===== src/rtl/sdram_port_arbiter_if.sv =====
// rtl/sdram_port_arbiter_if.sv - requester and controller-side signals of the SDRAM port arbiter
// master = clients plus controller model, slave = arbiter.
interface sdram_port_arbiter_if #(
  parameter int AW = 24
);
  logic          p0_req, p0_we, p0_ack;
  logic [AW-1:0] p0_addr;
  logic [15:0]   p0_din, p0_dout;
  logic [1:0]    p0_ds;
  logic          p1_req, p1_we, p1_ack;
  logic [AW-1:0] p1_addr;
  logic [15:0]   p1_din, p1_dout;
  logic [1:0]    p1_ds;
  logic          p2_req, p2_we, p2_ack;
  logic [AW-1:0] p2_addr;
  logic [15:0]   p2_din, p2_dout;
  logic [1:0]    p2_ds;
  logic          mem_req, mem_rfsh, mem_we, mem_ack, busy;
  logic [AW-1:0] mem_addr;
  logic [15:0]   mem_din, mem_dout;
  logic [1:0]    mem_ds;

  modport master (
    output p0_req, p0_we, p0_addr, p0_din, p0_ds,
    output p1_req, p1_we, p1_addr, p1_din, p1_ds,
    output p2_req, p2_we, p2_addr, p2_din, p2_ds,
    input  p0_ack, p0_dout, p1_ack, p1_dout, p2_ack, p2_dout,
    input  mem_req, mem_rfsh, mem_we, mem_addr, mem_din, mem_ds, busy,
    output mem_ack, mem_dout
  );

  modport slave (
    input  p0_req, p0_we, p0_addr, p0_din, p0_ds,
    input  p1_req, p1_we, p1_addr, p1_din, p1_ds,
    input  p2_req, p2_we, p2_addr, p2_din, p2_ds,
    output p0_ack, p0_dout, p1_ack, p1_dout, p2_ack, p2_dout,
    output mem_req, mem_rfsh, mem_we, mem_addr, mem_din, mem_ds, busy,
    input  mem_ack, mem_dout
  );
endinterface


===== src/rtl/sdram_port_arbiter.sv =====
// rtl/sdram_port_arbiter.sv - three-port SDRAM command arbiter with auto-refresh scheduling
// Serialises download, CPU and video accesses plus refresh onto one controller command port.
module sdram_port_arbiter #(
  parameter int AW               = 24,
  parameter int REFRESH_INTERVAL = 384,
  parameter int REFRESH_MAX      = 3
) (
  input  logic                clk_sys,
  input  logic                reset,
  sdram_port_arbiter_if.slave bus
);
  localparam int CW = $clog2(REFRESH_INTERVAL);
  localparam int PW = $clog2(REFRESH_MAX + 1);

  typedef enum logic [1:0] {S_IDLE, S_ISSUE, S_WAIT} state_t;
  typedef enum logic [1:0] {G_P0, G_P1, G_P2, G_RFSH} grant_t;

  state_t        state_q, state_d;
  grant_t        grant_q, grant_d, sel;
  logic          take, rfsh_grant, rexp;
  logic          rr_q, rr_d;
  logic [CW-1:0] rcnt_q, rcnt_d;
  logic [PW-1:0] pend_q, pend_d;
  logic          mem_req_q, mem_req_d, mem_rfsh_q, mem_rfsh_d;
  logic          mem_we_q, mem_we_d, busy_q, busy_d;
  logic [AW-1:0] mem_addr_q, mem_addr_d;
  logic [15:0]   mem_din_q, mem_din_d;
  logic [1:0]    mem_ds_q, mem_ds_d;
  logic [2:0]    ack_q, ack_d;
  logic [15:0]   dout_q [3];
  logic [15:0]   dout_d [3];

  // rr_q = 0 points at the CPU, 1 at video; only moves when both contend.
  always_comb begin
    take = 1'b1;
    sel  = G_P0;
    rr_d = rr_q;
    if (pend_q != '0) begin
      sel = G_RFSH;
    end else if (bus.p0_req) begin
      sel = G_P0;
    end else if (bus.p1_req && bus.p2_req) begin
      sel  = rr_q ? G_P2 : G_P1;
      rr_d = ~rr_q;
    end else if (bus.p1_req) begin
      sel = G_P1;
    end else if (bus.p2_req) begin
      sel = G_P2;
    end else begin
      take = 1'b0;
    end
    if (state_q != S_IDLE) begin
      take = 1'b0;
      rr_d = rr_q;
    end
  end

  always_comb begin
    state_d    = state_q;
    grant_d    = grant_q;
    mem_req_d  = 1'b0;
    mem_rfsh_d = mem_rfsh_q;
    mem_we_d   = mem_we_q;
    mem_addr_d = mem_addr_q;
    mem_din_d  = mem_din_q;
    mem_ds_d   = mem_ds_q;
    busy_d     = busy_q;
    ack_d      = '0;
    dout_d     = dout_q;

    rexp       = (rcnt_q == '0);
    rcnt_d     = rexp ? CW'(REFRESH_INTERVAL - 1) : rcnt_q - 1'b1;
    rfsh_grant = take && (sel == G_RFSH);
    pend_d     = pend_q;
    if (rexp && !rfsh_grant) begin
      if (pend_q != PW'(REFRESH_MAX)) pend_d = pend_q + 1'b1;
    end else if (!rexp && rfsh_grant) begin
      pend_d = pend_q - 1'b1;
    end

    case (state_q)
      S_IDLE: begin
        if (take) begin
          state_d    = S_ISSUE;
          grant_d    = sel;
          mem_req_d  = 1'b1;
          busy_d     = 1'b1;
          mem_rfsh_d = (sel == G_RFSH);
          case (sel)
            G_P0: begin
              mem_we_d = bus.p0_we; mem_addr_d = bus.p0_addr;
              mem_din_d = bus.p0_din; mem_ds_d = bus.p0_ds;
            end
            G_P1: begin
              mem_we_d = bus.p1_we; mem_addr_d = bus.p1_addr;
              mem_din_d = bus.p1_din; mem_ds_d = bus.p1_ds;
            end
            G_P2: begin
              mem_we_d = bus.p2_we; mem_addr_d = bus.p2_addr;
              mem_din_d = bus.p2_din; mem_ds_d = bus.p2_ds;
            end
            default: begin
              mem_we_d = 1'b0; mem_addr_d = '0;
              mem_din_d = '0; mem_ds_d = '0;
            end
          endcase
        end
      end
      S_ISSUE: state_d = S_WAIT;
      S_WAIT: begin
        if (bus.mem_ack) begin
          state_d    = S_IDLE;
          busy_d     = 1'b0;
          mem_rfsh_d = 1'b0;
          case (grant_q)
            G_P0: begin ack_d[0] = 1'b1; if (!mem_we_q) dout_d[0] = bus.mem_dout; end
            G_P1: begin ack_d[1] = 1'b1; if (!mem_we_q) dout_d[1] = bus.mem_dout; end
            G_P2: begin ack_d[2] = 1'b1; if (!mem_we_q) dout_d[2] = bus.mem_dout; end
            default: ;
          endcase
        end
      end
      default: state_d = S_IDLE;
    endcase
  end

  always_ff @(posedge clk_sys or posedge reset) begin
    if (reset) begin
      state_q    <= S_IDLE;
      grant_q    <= G_P0;
      rr_q       <= 1'b0;
      rcnt_q     <= CW'(REFRESH_INTERVAL - 1);
      pend_q     <= '0;
      mem_req_q  <= 1'b0;
      mem_rfsh_q <= 1'b0;
      mem_we_q   <= 1'b0;
      mem_addr_q <= '0;
      mem_din_q  <= '0;
      mem_ds_q   <= '0;
      busy_q     <= 1'b0;
      ack_q      <= '0;
      dout_q     <= '{16'h0, 16'h0, 16'h0};
    end else begin
      state_q    <= state_d;
      grant_q    <= grant_d;
      rr_q       <= rr_d;
      rcnt_q     <= rcnt_d;
      pend_q     <= pend_d;
      mem_req_q  <= mem_req_d;
      mem_rfsh_q <= mem_rfsh_d;
      mem_we_q   <= mem_we_d;
      mem_addr_q <= mem_addr_d;
      mem_din_q  <= mem_din_d;
      mem_ds_q   <= mem_ds_d;
      busy_q     <= busy_d;
      ack_q      <= ack_d;
      dout_q     <= dout_d;
    end
  end

  assign bus.mem_req  = mem_req_q;
  assign bus.mem_rfsh = mem_rfsh_q;
  assign bus.mem_we   = mem_we_q;
  assign bus.mem_addr = mem_addr_q;
  assign bus.mem_din  = mem_din_q;
  assign bus.mem_ds   = mem_ds_q;
  assign bus.busy     = busy_q;
  assign bus.p0_ack   = ack_q[0];
  assign bus.p1_ack   = ack_q[1];
  assign bus.p2_ack   = ack_q[2];
  assign bus.p0_dout  = dout_q[0];
  assign bus.p1_dout  = dout_q[1];
  assign bus.p2_dout  = dout_q[2];
endmodule

===== src/flat_wrapper.sv =====
// flat-port wrapper written by rule: the top's interface ports become plain ports
module sdram_port_arbiter_flat 
#(
  parameter int AW               = 24,
  parameter int REFRESH_INTERVAL = 384,
  parameter int REFRESH_MAX      = 3
)
  (clk_sys, reset, bus_p0_req, bus_p0_we, bus_p0_addr, bus_p0_din, bus_p0_ds, bus_p1_req, bus_p1_we, bus_p1_addr, bus_p1_din, bus_p1_ds, bus_p2_req, bus_p2_we, bus_p2_addr, bus_p2_din, bus_p2_ds, bus_p0_ack, bus_p0_dout, bus_p1_ack, bus_p1_dout, bus_p2_ack, bus_p2_dout, bus_mem_req, bus_mem_rfsh, bus_mem_we, bus_mem_addr, bus_mem_din, bus_mem_ds, bus_busy, bus_mem_ack, bus_mem_dout);
  sdram_port_arbiter_if #(.AW(AW)) bus_i ();
  input  logic clk_sys;
  input  logic reset;
  input wire logic [$bits(bus_i.p0_req)-1:0] bus_p0_req;
  input wire logic [$bits(bus_i.p0_we)-1:0] bus_p0_we;
  input wire logic [$bits(bus_i.p0_addr)-1:0] bus_p0_addr;
  input wire logic [$bits(bus_i.p0_din)-1:0] bus_p0_din;
  input wire logic [$bits(bus_i.p0_ds)-1:0] bus_p0_ds;
  input wire logic [$bits(bus_i.p1_req)-1:0] bus_p1_req;
  input wire logic [$bits(bus_i.p1_we)-1:0] bus_p1_we;
  input wire logic [$bits(bus_i.p1_addr)-1:0] bus_p1_addr;
  input wire logic [$bits(bus_i.p1_din)-1:0] bus_p1_din;
  input wire logic [$bits(bus_i.p1_ds)-1:0] bus_p1_ds;
  input wire logic [$bits(bus_i.p2_req)-1:0] bus_p2_req;
  input wire logic [$bits(bus_i.p2_we)-1:0] bus_p2_we;
  input wire logic [$bits(bus_i.p2_addr)-1:0] bus_p2_addr;
  input wire logic [$bits(bus_i.p2_din)-1:0] bus_p2_din;
  input wire logic [$bits(bus_i.p2_ds)-1:0] bus_p2_ds;
  output wire logic [$bits(bus_i.p0_ack)-1:0] bus_p0_ack;
  output wire logic [$bits(bus_i.p0_dout)-1:0] bus_p0_dout;
  output wire logic [$bits(bus_i.p1_ack)-1:0] bus_p1_ack;
  output wire logic [$bits(bus_i.p1_dout)-1:0] bus_p1_dout;
  output wire logic [$bits(bus_i.p2_ack)-1:0] bus_p2_ack;
  output wire logic [$bits(bus_i.p2_dout)-1:0] bus_p2_dout;
  output wire logic [$bits(bus_i.mem_req)-1:0] bus_mem_req;
  output wire logic [$bits(bus_i.mem_rfsh)-1:0] bus_mem_rfsh;
  output wire logic [$bits(bus_i.mem_we)-1:0] bus_mem_we;
  output wire logic [$bits(bus_i.mem_addr)-1:0] bus_mem_addr;
  output wire logic [$bits(bus_i.mem_din)-1:0] bus_mem_din;
  output wire logic [$bits(bus_i.mem_ds)-1:0] bus_mem_ds;
  output wire logic [$bits(bus_i.busy)-1:0] bus_busy;
  input wire logic [$bits(bus_i.mem_ack)-1:0] bus_mem_ack;
  input wire logic [$bits(bus_i.mem_dout)-1:0] bus_mem_dout;
  assign bus_i.p0_req = bus_p0_req;
  assign bus_i.p0_we = bus_p0_we;
  assign bus_i.p0_addr = bus_p0_addr;
  assign bus_i.p0_din = bus_p0_din;
  assign bus_i.p0_ds = bus_p0_ds;
  assign bus_i.p1_req = bus_p1_req;
  assign bus_i.p1_we = bus_p1_we;
  assign bus_i.p1_addr = bus_p1_addr;
  assign bus_i.p1_din = bus_p1_din;
  assign bus_i.p1_ds = bus_p1_ds;
  assign bus_i.p2_req = bus_p2_req;
  assign bus_i.p2_we = bus_p2_we;
  assign bus_i.p2_addr = bus_p2_addr;
  assign bus_i.p2_din = bus_p2_din;
  assign bus_i.p2_ds = bus_p2_ds;
  assign bus_p0_ack = bus_i.p0_ack;
  assign bus_p0_dout = bus_i.p0_dout;
  assign bus_p1_ack = bus_i.p1_ack;
  assign bus_p1_dout = bus_i.p1_dout;
  assign bus_p2_ack = bus_i.p2_ack;
  assign bus_p2_dout = bus_i.p2_dout;
  assign bus_mem_req = bus_i.mem_req;
  assign bus_mem_rfsh = bus_i.mem_rfsh;
  assign bus_mem_we = bus_i.mem_we;
  assign bus_mem_addr = bus_i.mem_addr;
  assign bus_mem_din = bus_i.mem_din;
  assign bus_mem_ds = bus_i.mem_ds;
  assign bus_busy = bus_i.busy;
  assign bus_i.mem_ack = bus_mem_ack;
  assign bus_i.mem_dout = bus_mem_dout;
  sdram_port_arbiter #(.AW(AW), .REFRESH_INTERVAL(REFRESH_INTERVAL), .REFRESH_MAX(REFRESH_MAX)) u_core (.clk_sys(clk_sys), .reset(reset), .bus(bus_i));
endmodule

===== config.mk =====
export PLATFORM = sky130hd
export DESIGN_NAME = sdram_port_arbiter_flat
export DESIGN_NICKNAME = d
export VERILOG_FILES = /design/src/rtl/sdram_port_arbiter_if.sv /design/src/rtl/sdram_port_arbiter.sv /design/src/flat_wrapper.sv
export SDC_FILE = /design/constraint.sdc
export NUM_CORES = 1
export LEC_CHECK = 0
export ABC_AREA = 1
export BUFFER_PORTS_ARGS = -buffer_cell sky130_fd_sc_hd__clkbuf_2
export CORE_UTILIZATION = 45
export CTS_BUF_LIST = sky130_fd_sc_hd__clkbuf_8 sky130_fd_sc_hd__clkbuf_16
export CTS_CLUSTER_DIAMETER = 40
export CTS_CLUSTER_SIZE = 20
export DETAILED_ROUTE_END_ITERATION = 10
export GPL_ROUTABILITY_DRIVEN = 0
export GPL_TIMING_DRIVEN = 0
export PLACE_DENSITY = 0.8
export REMOVE_ABC_BUFFERS = 1
export SKIP_LAST_GASP = 1
export SYNTH_ARGS = -nofsm -noshare
export SYNTH_HDL_FRONTEND = slang
export SYNTH_SLANG_ARGS = --single-unit

===== constraint.sdc =====
create_clock -name clk_sys -period 4.7 [get_ports clk_sys]
set_input_delay 0.94 -clock clk_sys [delete_from_list [all_inputs] [get_ports clk_sys]]
set_output_delay 0.94 -clock clk_sys [all_outputs]
set_load 0.05 [all_outputs]

After elaboration in Yosys (flattened, before gate mapping)

Cells that the tools add are included.
Widths: inputs -> output; s select.

Input bits: 151
Memories kept: 0
Bits in latches: 0
RAM bits: 0
Output and inout port bits: 97
Bits in read-only memories: 0
Bits in registers: 113

Reduce and logical (&&, ||, !) cells: 22
Multiply operators: 0
Add/sub/neg operators: 3
Shift operators: 0
Mux-type cells: 35
Bitwise operators: 5
Equal/unequal tests: 11
Div/mod/pow operators: 0
Order comparisons: 0

Operators by type and width:

| operator            | number |
|---|---|
| $pmux 24 s3         | 1 |
| $pmux 16 s3         | 1 |
| $mux 2              | 11 |
| $reduce_and 4->1    | 4 |
| $mux 1              | 14 |
| $pmux 2 s3          | 2 |
| $logic_not 9->1     | 1 |
| $mux 9              | 1 |
| $sub 9x1->9 const B | 1 |
| $eq 2x2->1 const B  | 4 |
| $reduce_bool 2->1   | 4 |
| $eq 2x1->1 const B  | 3 |
| $logic_not 2->1     | 3 |
| $mux 3              | 2 |
| $ne 2x2->1 const B  | 3 |
| $reduce_and 2->1    | 3 |
| $not 1->1           | 5 |
| $logic_and 1x1->1   | 4 |
| $pmux 1 s2          | 2 |
| $pmux 1 s3          | 1 |
| $reduce_and 3->1    | 1 |
| $add 2x1->2 const B | 1 |
| $logic_not 1->1     | 2 |
| $ne 2x1->1 const B  | 1 |
| $sub 2x1->2 const B | 1 |

Depth between registers and ports, before layout

Gate-level depths: netlist (run 1).

Word-level depth: 11
Mapped depth: 9
Mapped depth without buffers: 9

Worst setup path before layout (run 1)

OpenSTA, ideal clock, no wires.

Path type: input to register
From: input port bus_mem_ack
To: register u_core.dout_q, in the netlist u_core.bus.p0_dout[3]
Path buffers: 1
Stages: 6
Slack: 2,896 ps
Arrival time: 1,674 ps
Cells stage by stage: inv_1 -> nor2_1 -> nand4_1 -> clkbuf_1 -> nand2_1 -> o21ai_0

Longest elaborated chain between the ends: 1

Ends and longest elaborated chain:

| element                           | RTL line                  | source |
|---|---|---|
| start: declaration                | flat_wrapper.sv:40        | `input wire logic [$bits(bus_i.mem_ack)-1:0] bus_mem_ack;` |
| $reduce_and 4->1 (no source line) | --                        |  |
| end signal: assignment            | sdram_port_arbiter.sv:142 | `dout_q <= '{16'h0, 16'h0, 16'h0};` |
| end signal: assignment            | sdram_port_arbiter.sv:157 | `dout_q <= dout_d;` |
| end: declaration                  | sdram_port_arbiter.sv:30  | `logic [15:0] dout_q [3];` |

Every way passes these cells.
A chain may end at the register's enable or synchronous reset.

Worst setup path in the final report (run 1)

From: register u_core.pend_q[0]
To: register u_core.grant_q[1]

Longest elaborated chain between the ends: 4
Elaborated cells on any way between the ends: 5
Classes of those cells: mux: 3; reduce/logical: 2

Ends and longest elaborated chain:

| element                           | RTL line                  | source |
|---|---|---|
| start: declaration                | sdram_port_arbiter.sv:23  | `logic [PW-1:0] pend_q, pend_d;` |
| start signal: assignment          | sdram_port_arbiter.sv:148 | `pend_q <= pend_d;` |
| $reduce_bool 2->1 (*)             | sdram_port_arbiter.sv:38  | `if (pend_q != '0) begin` |
| $mux 1                            | sdram_port_arbiter.sv:38  |  |
| $mux 1                            | sdram_port_arbiter.sv:52  | `if (state_q != S_IDLE) begin` |
| $reduce_and 2->1 (no source line) | --                        |  |
| end signal: assignment            | sdram_port_arbiter.sv:145 | `grant_q <= grant_d;` |
| end: declaration                  | sdram_port_arbiter.sv:19  | `grant_t grant_q, grant_d, sel;` |

Every way passes the cells marked *; elsewhere a longest branch is shown, timed or not.

==> results of run 1 <==
registers in the layout, summed over array words and instances, names as in the netlist:
name / cells
u_core.bus.mem_addr: 24
u_core.bus.mem_din: 16
u_core.bus.p0_dout: 16
u_core.bus.p1_dout: 16
u_core.bus.p2_dout: 16
u_core.rcnt_q: 9
u_core.ack_q: 3
u_core.bus.mem_ds: 2
u_core.grant_q: 2
u_core.pend_q: 2
u_core.state_q: 2
u_core.bus.busy: 1
u_core.bus.mem_req: 1
u_core.bus.mem_rfsh: 1
u_core.bus.mem_we: 1
u_core.rr_q: 1
cells by family (layout without fill, tap and decap cells):
kind of cell | count (synthesis) | in the layout | synth area share, %
compound gates | 56 | 56 | 4.97
buf+inv | 100 | 326 | 8.63
simple gates | 413 | 413 | 35.3
fa+ha+maj | 1 | 1 | 0.222
xor+xnor | 4 | 4 | 0.621
flops | 113 | 113 | 50.3
synth_stat cells, drive strengths merged:
| library cell | number | share of area, % |
|---|---|---|
| a21oi | 2 | 0.18 |
| nor2 | 15 | 1.3 |
| ha | 1 | 0.22 |
| nand3b | 2 | 0.27 |
| dfrtp | 105 | 47 |
| xor2 | 2 | 0.31 |
| nand4 | 134 | 15 |
| inv | 41 | 2.7 |
| xnor2 | 2 | 0.31 |
| dfstp | 8 | 3.7 |
| buf | 49 | 5.2 |
| nand3 | 51 | 4.6 |
| o21ai | 54 | 4.8 |
| clkbuf | 10 | 0.67 |
| nor4 | 3 | 0.33 |
| nor3 | 4 | 0.35 |
| nand2 | 204 | 14 |
path summary, 6_finish.rpt:
check,startpoint,end,cells past startpoint
max reg2reg,u_core.pend_q[0],u_core.grant_q[1],7
min in group asynchronous,reset,u_core.bus.p2_dout[7],2
min,u_core.rcnt_q[0],u_core.rcnt_q[0],1
max in group asynchronous,reset,u_core.rcnt_q[8],3
min reg2reg,u_core.rcnt_q[0],u_core.rcnt_q[0],1
max,u_core.pend_q[0],u_core.grant_q[1],7
cell type report:
| cell class | count | area (um2) |
|---|---|---|
| clock inverters | 14 | 106 |
| inverters | 41 | 156 |
| clock buffers | 18 | 439 |
| fillers | 1112 | 4660 |
| multi-input cells | 474 | 2330 |
| well taps | 168 | 210 |
| flip-flops and latches | 113 | 2840 |
| repair buffers | 253 | 1370 |
power by group through the flow:
stage,clock [mW],sequential (mW),combinational [mW]
6_report,1.16,1.51,2.62
5_1_grt,1.23,1.54,2.83
4_1_cts,1.18,1.50,2.64
3_5_place_dp,0,1.51,2.64
3_3_place_gp,0,1.51,2.52
2_1_floorplan,0,2.55,0.834
per-layer routing:
| layer | share of wire, % | wire length (um) | vias up |
|---|---|---|---|
| met3 | 8.7 | 1370 | 30 |
| met5 | 0 | 0 | - |
| met1 | 42 | 6620 | 2667 |
| met4 | 2.7 | 425 | 0 |
| li1 | - | - | 2807 |
| met2 | 46 | 7240 | 242 |
worst register-to-register path, stage by stage (launching register included):
cell and delay [ns]:
dfrtp_1 0.43, nor2_4 0.81, nand2_1 0.15, nand2_2 0.24, buf_12 0.25, inv_2 0.36, o21ai_0 0.17, o21ai_0 0.09
stage by stage:
step	utilization [%]	setup TNS (ns)	cell area, um2	hold WS (ns)	std cells
6_report	61.5	0	7450	0.452	1081
5_1_grt	61.5	0	7450	0.462	1081
4_1_cts	61.5	0	7450	0.456	1081
3_5_place_dp	57.0	0	6910	0.443	1049
3_3_place_gp	55.8	-71.12	6760	0.440	1043
2_1_floorplan	-	0	5310	0.429	628
==> qor.csv, run 1 <==
metric,value,unit
Post-layout nets,1052,
Core ar.,0.0121,mm2
# hold bufs at CTS,0,
worst min path class,reg2reg,
maximum vdd drop,420,uV
postcts setup bufs,0,
Via Count,5746,
Crit Path Max Fanout,48,
routed length per instance,14.5,um
fin crit share,56.3,%
Worst slew margin,18.5,%
Mapped Area,0.00564,mm2
most frequent cells in the layout,"247 x clkbuf_2, 202 x nand2_1, 134 x nand4_1",
Final min period,2.65,ns
largest delay contributor family on the critical path,simple AND/OR/NAND/NOR gates,
DRC errors left,0,
n_diodes,0,
WP data required,4.95,ns
GRT Overall Usage,25.0,%
crit path kind,reg2reg,
FMAX,378,MHz
clk sink count,113,
GR peak layer,met2,
"Seq/Total Area, Yosys",50.3,%
clock network power share,22.0,%
Rows,40,
"Top cell by count, worst path",o21ai_0,
Initial Utilization,46.6,%
Final Skew,0.0115,ns
initial antenna violation count,0,
Final WS setup,2.05,ns
first-pass GRT wire length,25700,um
via/cell ratio,5.32,
Die ar.,0.0130,mm2
Worst-Margin Slew,1.22,ns
Worst-path clk slew,0.06,ns
total power,5.29,mW
"most common cell after layout, fill and taps aside",clkbuf_2,
Final Max Tran Viols,0,
PwrDens,710,mW/mm2
RSZ-0062 raised after global routing,false,
CTS resizes,0,
Post-Place Setup Slack,1.77,ns
Final ANT Viol Nets,0,
Final Hold Vio Count,0,
P_sw,2.67,mW
worst skew pair latency,0.41,ns
Gate Count Post-Synth,687,
DIE WIDTH,114,um
synth warn,0,
post-DP HPWL,10900,um
CTS tree,done,
Worst path max stage delay,0.81,ns
status,completed,
vias in the first global route,5453,
Bufs and invs on worst path,2,
Layout area overhead,32.1,%
Leak,4.09,nW
sequential share of power,28.5,%
worst path cell trace,nor2_4 -> nand2_1 -> nand2_2 -> buf_12 -> inv_2 -> o21ai_0 -> o21ai_0,
Crit. End Element,register,
iteration-0 DRC count of the detailed router,338,
Root Buffer,clkbuf_16,
met3 Track Usage GR,7.76,%
CTS max path bufs,2,
met2 Use GR,41.4,%
gr ovfl total,0,
layout cells sized above 1,33.1,%
Synth cell types,24,
"FF+latch count, synth",113,
M1 GR Usage,30.0,%
largest net degree at the start of global routing,88,
Routed Wire Length,15700,um
final setup violation count,0,
total CTS buffers,17,
H-tree Lvls,4,
Comb pwr share,49.5,%
CP max stage cell,nor2_4,
Sw Share,50.6,%
router iterations before antenna repair,5,
flop2flop setup slack,2.05,ns
internal power,2.61,mW
Die Height,114,um
average size of a mapped cell,8.21,um2
io pins,248,
crit start category,register,
IO Port Bufs,247,
maxcap violations,0,
crit path DAT,2.90,ns
Note: power is estimated with default switching activity, not from simulation.
==> run 2: changes to the inputs <==
==> constraint.sdc (replaced) <==
create_clock -name clk_sys -period 2.65 [get_ports clk_sys]
set_input_delay 0.53 -clock clk_sys [delete_from_list [all_inputs] [get_ports clk_sys]]
set_output_delay 0.53 -clock clk_sys [all_outputs]
set_load 0.05 [all_outputs]
==> run 2 against run 1 <==
Global-route usage grew 0.43 points. Clock skew shrank 0.00088 ns. Register-to-register slack lost 1.8 ns. Utilization grew 0.052 points. Die area is the same. Sequential power grew 77%. Hold slack lost 0.28 ns. Largest cell class unchanged. Combinational power grew 78%. Critical path depth is the same. Sequential cell count is the same. Clock-buffer cell count is the same.
==> qor.csv, run 2 (same netlist as run 1, synthesis figures left out) <==
metric,value,unit
"non-filler cells, final",1082,
CTS tree,done,
gr ovfl total,0,
Final Max Tran Viols,0,
layout cells sized above 1,33.2,%
DIE WIDTH,114,um
largest net degree at the start of global routing,88,
Comb pwr share,49.6,%
routed length per instance,14.7,um
iteration-0 DRC count of the detailed router,358,
Core ar.,0.0121,mm2
Die ar.,0.0130,mm2
first-pass GRT wire length,26100,um
H-tree Lvls,4,
Die Height,114,um
Via Count,5791,
sequential share of power,28.5,%
P_sw,4.77,mW
post-DP HPWL,10900,um
"most common cell after layout, fill and taps aside",clkbuf_2,
fin crit share,89.2,%
CTS max path bufs,2,
Worst slew margin,16.2,%
Worst-Margin Slew,1.25,ns
FMAX,423,MHz
Sw Share,50.7,%
PwrDens,1260,mW/mm2
crit path kind,reg2reg,
"Design Area, Final",0.00746,mm2
Layout area overhead,32.2,%
Final min period,2.37,ns
GRT Overall Usage,25.4,%
Leak,4.09,nW
cell count after placement,1049,
Rows,40,
max reg flops,24,
router iterations before antenna repair,5,
final setup violation count,0,
total CTS buffers,17,
IO Port Bufs,247,
crit path DAT,2.62,ns
Root Buffer,clkbuf_16,
clk sink count,113,
Final ANT Viol Nets,0,
status,completed,
Routed Wire Length,15900,um
Initial Utilization,46.6,%
Worst-path clk slew,0.06,ns
"Cell Area, Placed",0.00691,mm2
worst min path class,in2async,
worst skew pair latency,0.41,ns
most frequent cells in the layout,"247 x clkbuf_2, 202 x nand2_1, 134 x nand4_1",
DRC errors left,0,
initial antenna violation count,0,
vias in the first global route,5472,
clock network power share,21.8,%
Crit. End Element,register,
Crit Path Max Fanout,48,
Final Skew,0.0106,ns
WP data required,2.90,ns
Post-layout nets,1053,
maximum vdd drop,756,uV
CTS resizes,0,
maxcap violations,0,
io pins,248,
crit start category,register,
via/cell ratio,5.35,
RSZ-0062 raised after global routing,false,
n_diodes,0,
Final Hold Vio Count,0,
internal power,4.64,mW
[run 2: changes by cell type in the layout (fill, tap and decap cells not counted)]
cell and delta:
nor2_2 +1
[run 2: final cells by class]
cell class / instances / area, um2
Clock inverter: 14 / 106
Tap cell: 168 / 210
Clock buffer: 18 / 439
Multi-Input combinational cell: 475 / 2340
Fill cell: 1114 / 4650
Timing Repair Buffer: 253 / 1370
Inverter: 41 / 156
Sequential cell: 113 / 2840
[run 2: worst max-delay path, stage by stage (launching register included)]
cell and delay [ns]:
dfrtp_1 0.45, nor2_4 0.54, nand2_1 0.14, nand2_2 0.22, buf_12 0.24, inv_2 0.35, o21ai_0 0.17, o21ai_0 0.09
[run 2: worst paths after layout]
check                                 start               endpoint  slack [ns]  depth (start not counted)
max                        u_core.pend_q[1]      u_core.grant_q[1]        0.28                          7
min                                   reset  u_core.bus.p2_dout[7]        0.17                          2
max reg2reg                u_core.pend_q[1]      u_core.grant_q[1]        0.28                          7
min reg2reg                u_core.rcnt_q[0]       u_core.rcnt_q[0]        0.45                          1
max in group asynchronous             reset       u_core.rcnt_q[8]        1.70                          3
min in group clk_sys        bus_mem_dout[1]  u_core.bus.p0_dout[1]        0.40                          3
[run 2: per-layer routing]
metal | up-vias | track usage [%] | routed length [um]
li1 | 2813 | - | -
met1 | 2692 | 30.8 | 6590
met2 | 256 | 41.7 | 7470
met3 | 30 | 7.86 | 1460
met4 | 0 | 11.3 | 424
met5 | - | 0 | 0
[run 2: through the flow]
| stage | worst slack (ns) | total power [mW] | utilization (%) | hold WS, ns | setup TNS, ns |
|---|---|---|---|---|---|
| after floorplan | -0.964 | 6.01 | - | 0.429 | -132.93 |
| after global placement | -2.54 | 7.14 | 55.8 | 0.440 | -351.35 |
| after detailed placement | -0.0390 | 7.35 | 57.0 | 0.443 | -0.0870 |
| after CTS | 0.216 | 9.48 | 61.6 | 0.175 | 0 |
| after global routing | 0.0245 | 9.98 | 61.6 | 0.191 | 0 |
| final | 0.285 | 9.41 | 61.6 | 0.168 | 0 |
[run 2: power by group through the flow]
stage,registers (mW),clock network (mW),logic [mW]
6_report,2.68,2.06,4.67
5_1_grt,2.75,2.18,5.05
4_1_cts,2.68,2.10,4.70
3_5_place_dp,2.68,0,4.67
3_3_place_gp,2.67,0,4.47
2_1_floorplan,4.53,0,1.48
[run 2: timing repair]
action | 4_1_cts | 5_1_grt
hold buffers | 0 | 0
endpoints found under the setup margin | 4 | 0
setup buffers | 0 | 0
==> run 3: changes to the inputs <==
--- a/config.mk
+++ b/config.mk
@@ -7,7 +7,7 @@
 export LEC_CHECK = 0
 export ABC_AREA = 1
 export BUFFER_PORTS_ARGS = -buffer_cell sky130_fd_sc_hd__clkbuf_2
-export CORE_UTILIZATION = 45
+export CORE_UTILIZATION = 43
 export CTS_BUF_LIST = sky130_fd_sc_hd__clkbuf_8 sky130_fd_sc_hd__clkbuf_16
 export CTS_CLUSTER_DIAMETER = 40
 export CTS_CLUSTER_SIZE = 20
==> constraint.sdc (replaced) <==
create_clock -name clk_sys -period 2.05 [get_ports clk_sys]
set_input_delay 0.41 -clock clk_sys [delete_from_list [all_inputs] [get_ports clk_sys]]
set_output_delay 0.41 -clock clk_sys [all_outputs]
set_load 0.05 [all_outputs]
==> run 3 against run 2 <==
Cell area grew 2.5%. Sequential cell count unchanged. Hold slack worse by 0.14 ns. Routed wire length rose by 12%. Utilization shrank 1.5 points. First-iteration DRC count up 13%. Non-clock buffer count increased by 4. The run now ends with negative setup slack left. Register-to-register slack lost 0.36 ns. Setup slack worse by 0.36 ns. Combinational power increased by 34%.
==> qor.csv, run 3 (same netlist as run 1, synthesis figures left out) <==
metric,value,unit
PwrDens,1680,mW/mm2
clk sink count,113,
Final min period,2.13,ns
most frequent cells in the layout,"247 x clkbuf_2, 202 x nand2_1, 137 x nand4_1",
maximum vdd drop,560,uV
largest net degree at the start of global routing,75,
DRC errors left,0,
"most common cell after layout, fill and taps aside",clkbuf_2,
CTS max path bufs,2,
sequential share of power,27.2,%
Final ANT Viol Nets,0,
first-pass GRT wire length,25700,um
router iterations before antenna repair,5,
Rows,41,
Root Buffer,clkbuf_16,
crit start category,register,
failing checks,negative setup slack,
Crit. End Element,register,
clock network power share,24.1,%
Final Max Tran Viols,0,
Worst path max stage delay,0.76,ns
via/cell ratio,5.49,
Final Hold Vio Count,0,
FILL cells,1169,
max reg flops,24,
Final Skew,0.00546,ns
Leak,4.14,nW
Routed Wire Length,17900,um
GRT Overall Usage,24.7,%
CTS tree,done,
internal power,6.50,mW
Comb pwr share,48.7,%
worst skew pair latency,0.41,ns
WP data required,2.32,ns
crit path DAT,2.39,ns
post-DP HPWL,10600,um
FMAX,470,MHz
Die ar.,0.0136,mm2
gr ovfl total,0,
worst min path class,in2async,
status,"finished, violations left",
worst path cell trace,nor2_1 -> nand4_1 -> nand2_1 -> o21ai_0,
final setup violation count,6,
Sw Share,49.4,%
crit path kind,reg2reg,
Worst-path clk slew,0.05,ns
vias in the first global route,5359,
Initial Utilization,44.3,%
Worst slew margin,29.8,%
total power,12.9,mW
Layout area overhead,35.4,%
Core ar.,0.0127,mm2
worst hold slack,0.0274,ns
Via Count,6015,
layout cells sized above 1,33.5,%
Crit Path Max Fanout,16,
CP max stage cell,nand4_1,
iteration-0 DRC count of the detailed router,404,
IO Port Bufs,247,
Worst-Margin Slew,1.05,ns
# hold bufs at CTS,0,
initial antenna violation count,0,
io pins,248,
maxcap violations,0,
DIE WIDTH,117,um
Post-layout nets,1063,
total CTS buffers,17,
n_diodes,0,
fin crit share,104,%
Die Height,117,um
P_sw,6.35,mW
routed length per instance,16.3,um
H-tree Lvls,4,
Final WS setup,-0.0787,ns
## run 3: cell type report
class                   count  area (um2)  share of cell area, %
multi-input cells         481        2400                   31.4
repair buffers            257        1390                   18.2
flip-flops and latches    113        2840                   37.1
clock inverters            11         153                   2.00
well taps                 172         215                   2.82
inverters                  41         169                   2.21
clock buffers              21         480                   6.29
## run 3: critical path: cells and delay by family (launching register included)
| family | cells | cell delay [ns] |
|---|---|---|
| AND/OR/NAND/NOR | 3 | 1.43 |
| flip-flops | 1 | 0.41 |
| AO/OA/AOI/OAI | 1 | 0.15 |
## run 3: metal layers
metal	GRT usage [%]	vias up	share of wire [%]
met5	0	-	0
met4	10.1	0	2.5
met3	6.28	36	8.0
met2	41.5	279	48
met1	30.4	2847	41
li1	-	2853	-
## run 3: timing repair
action / in CTS / in global routing
cloned: 2 / 5
resized for setup: 6 / 1
pin swaps: 3 / 4
buffers inserted: 1 / 4
setup endpoints to repair: 94 / 93
## run 3: path summary, 6_finish.rpt
| check | start | end | slack (ns) | depth (start not counted) |
|---|---|---|---|---|
| setup / recovery | u_core.bus.mem_we | u_core.bus.p0_dout[14] | -0.08 | 4 |
| hold / removal | reset | u_core.bus.p1_dout[6] | 0.03 | 2 |
| setup reg to reg | u_core.bus.mem_we | u_core.bus.p0_dout[14] | -0.08 | 4 |
| hold reg to reg | u_core.rcnt_q[0] | u_core.rcnt_q[0] | 0.45 | 1 |
| max in group asynchronous | reset | u_core.rcnt_q[1] | 1.24 | 3 |
| min in group clk_sys | bus_mem_dout[8] | u_core.bus.p2_dout[8] | 0.27 | 3 |
## run 3: power groups by stage
stage	Combinational, mW	Sequential (mW)	Clock, mW
3_3_place_gp	5.76	3.45	0
2_1_floorplan	1.91	5.85	0
5_1_grt	6.75	3.59	3.23
3_5_place_dp	6.04	3.47	0
6_report	6.26	3.49	3.10
4_1_cts	6.17	3.48	3.14
## run 3: through the flow
step / setup TNS (ns) / setup slack [ns] / cell area, um2 / instances / utilization [%]
floorplan: -217.94 / -1.56 / 5310 / 628 / -
global placement: -432.59 / -2.98 / 6760 / 1047 / 53.1
detailed placement: -44.45 / -0.770 / 6890 / 1052 / 54.2
CTS: -9.43 / -0.336 / 7570 / 1087 / 59.5
global route: -0.0614 / -0.0282 / 7640 / 1096 / 60.1
finish: -0.153 / -0.0787 / 7640 / 1096 / 60.1
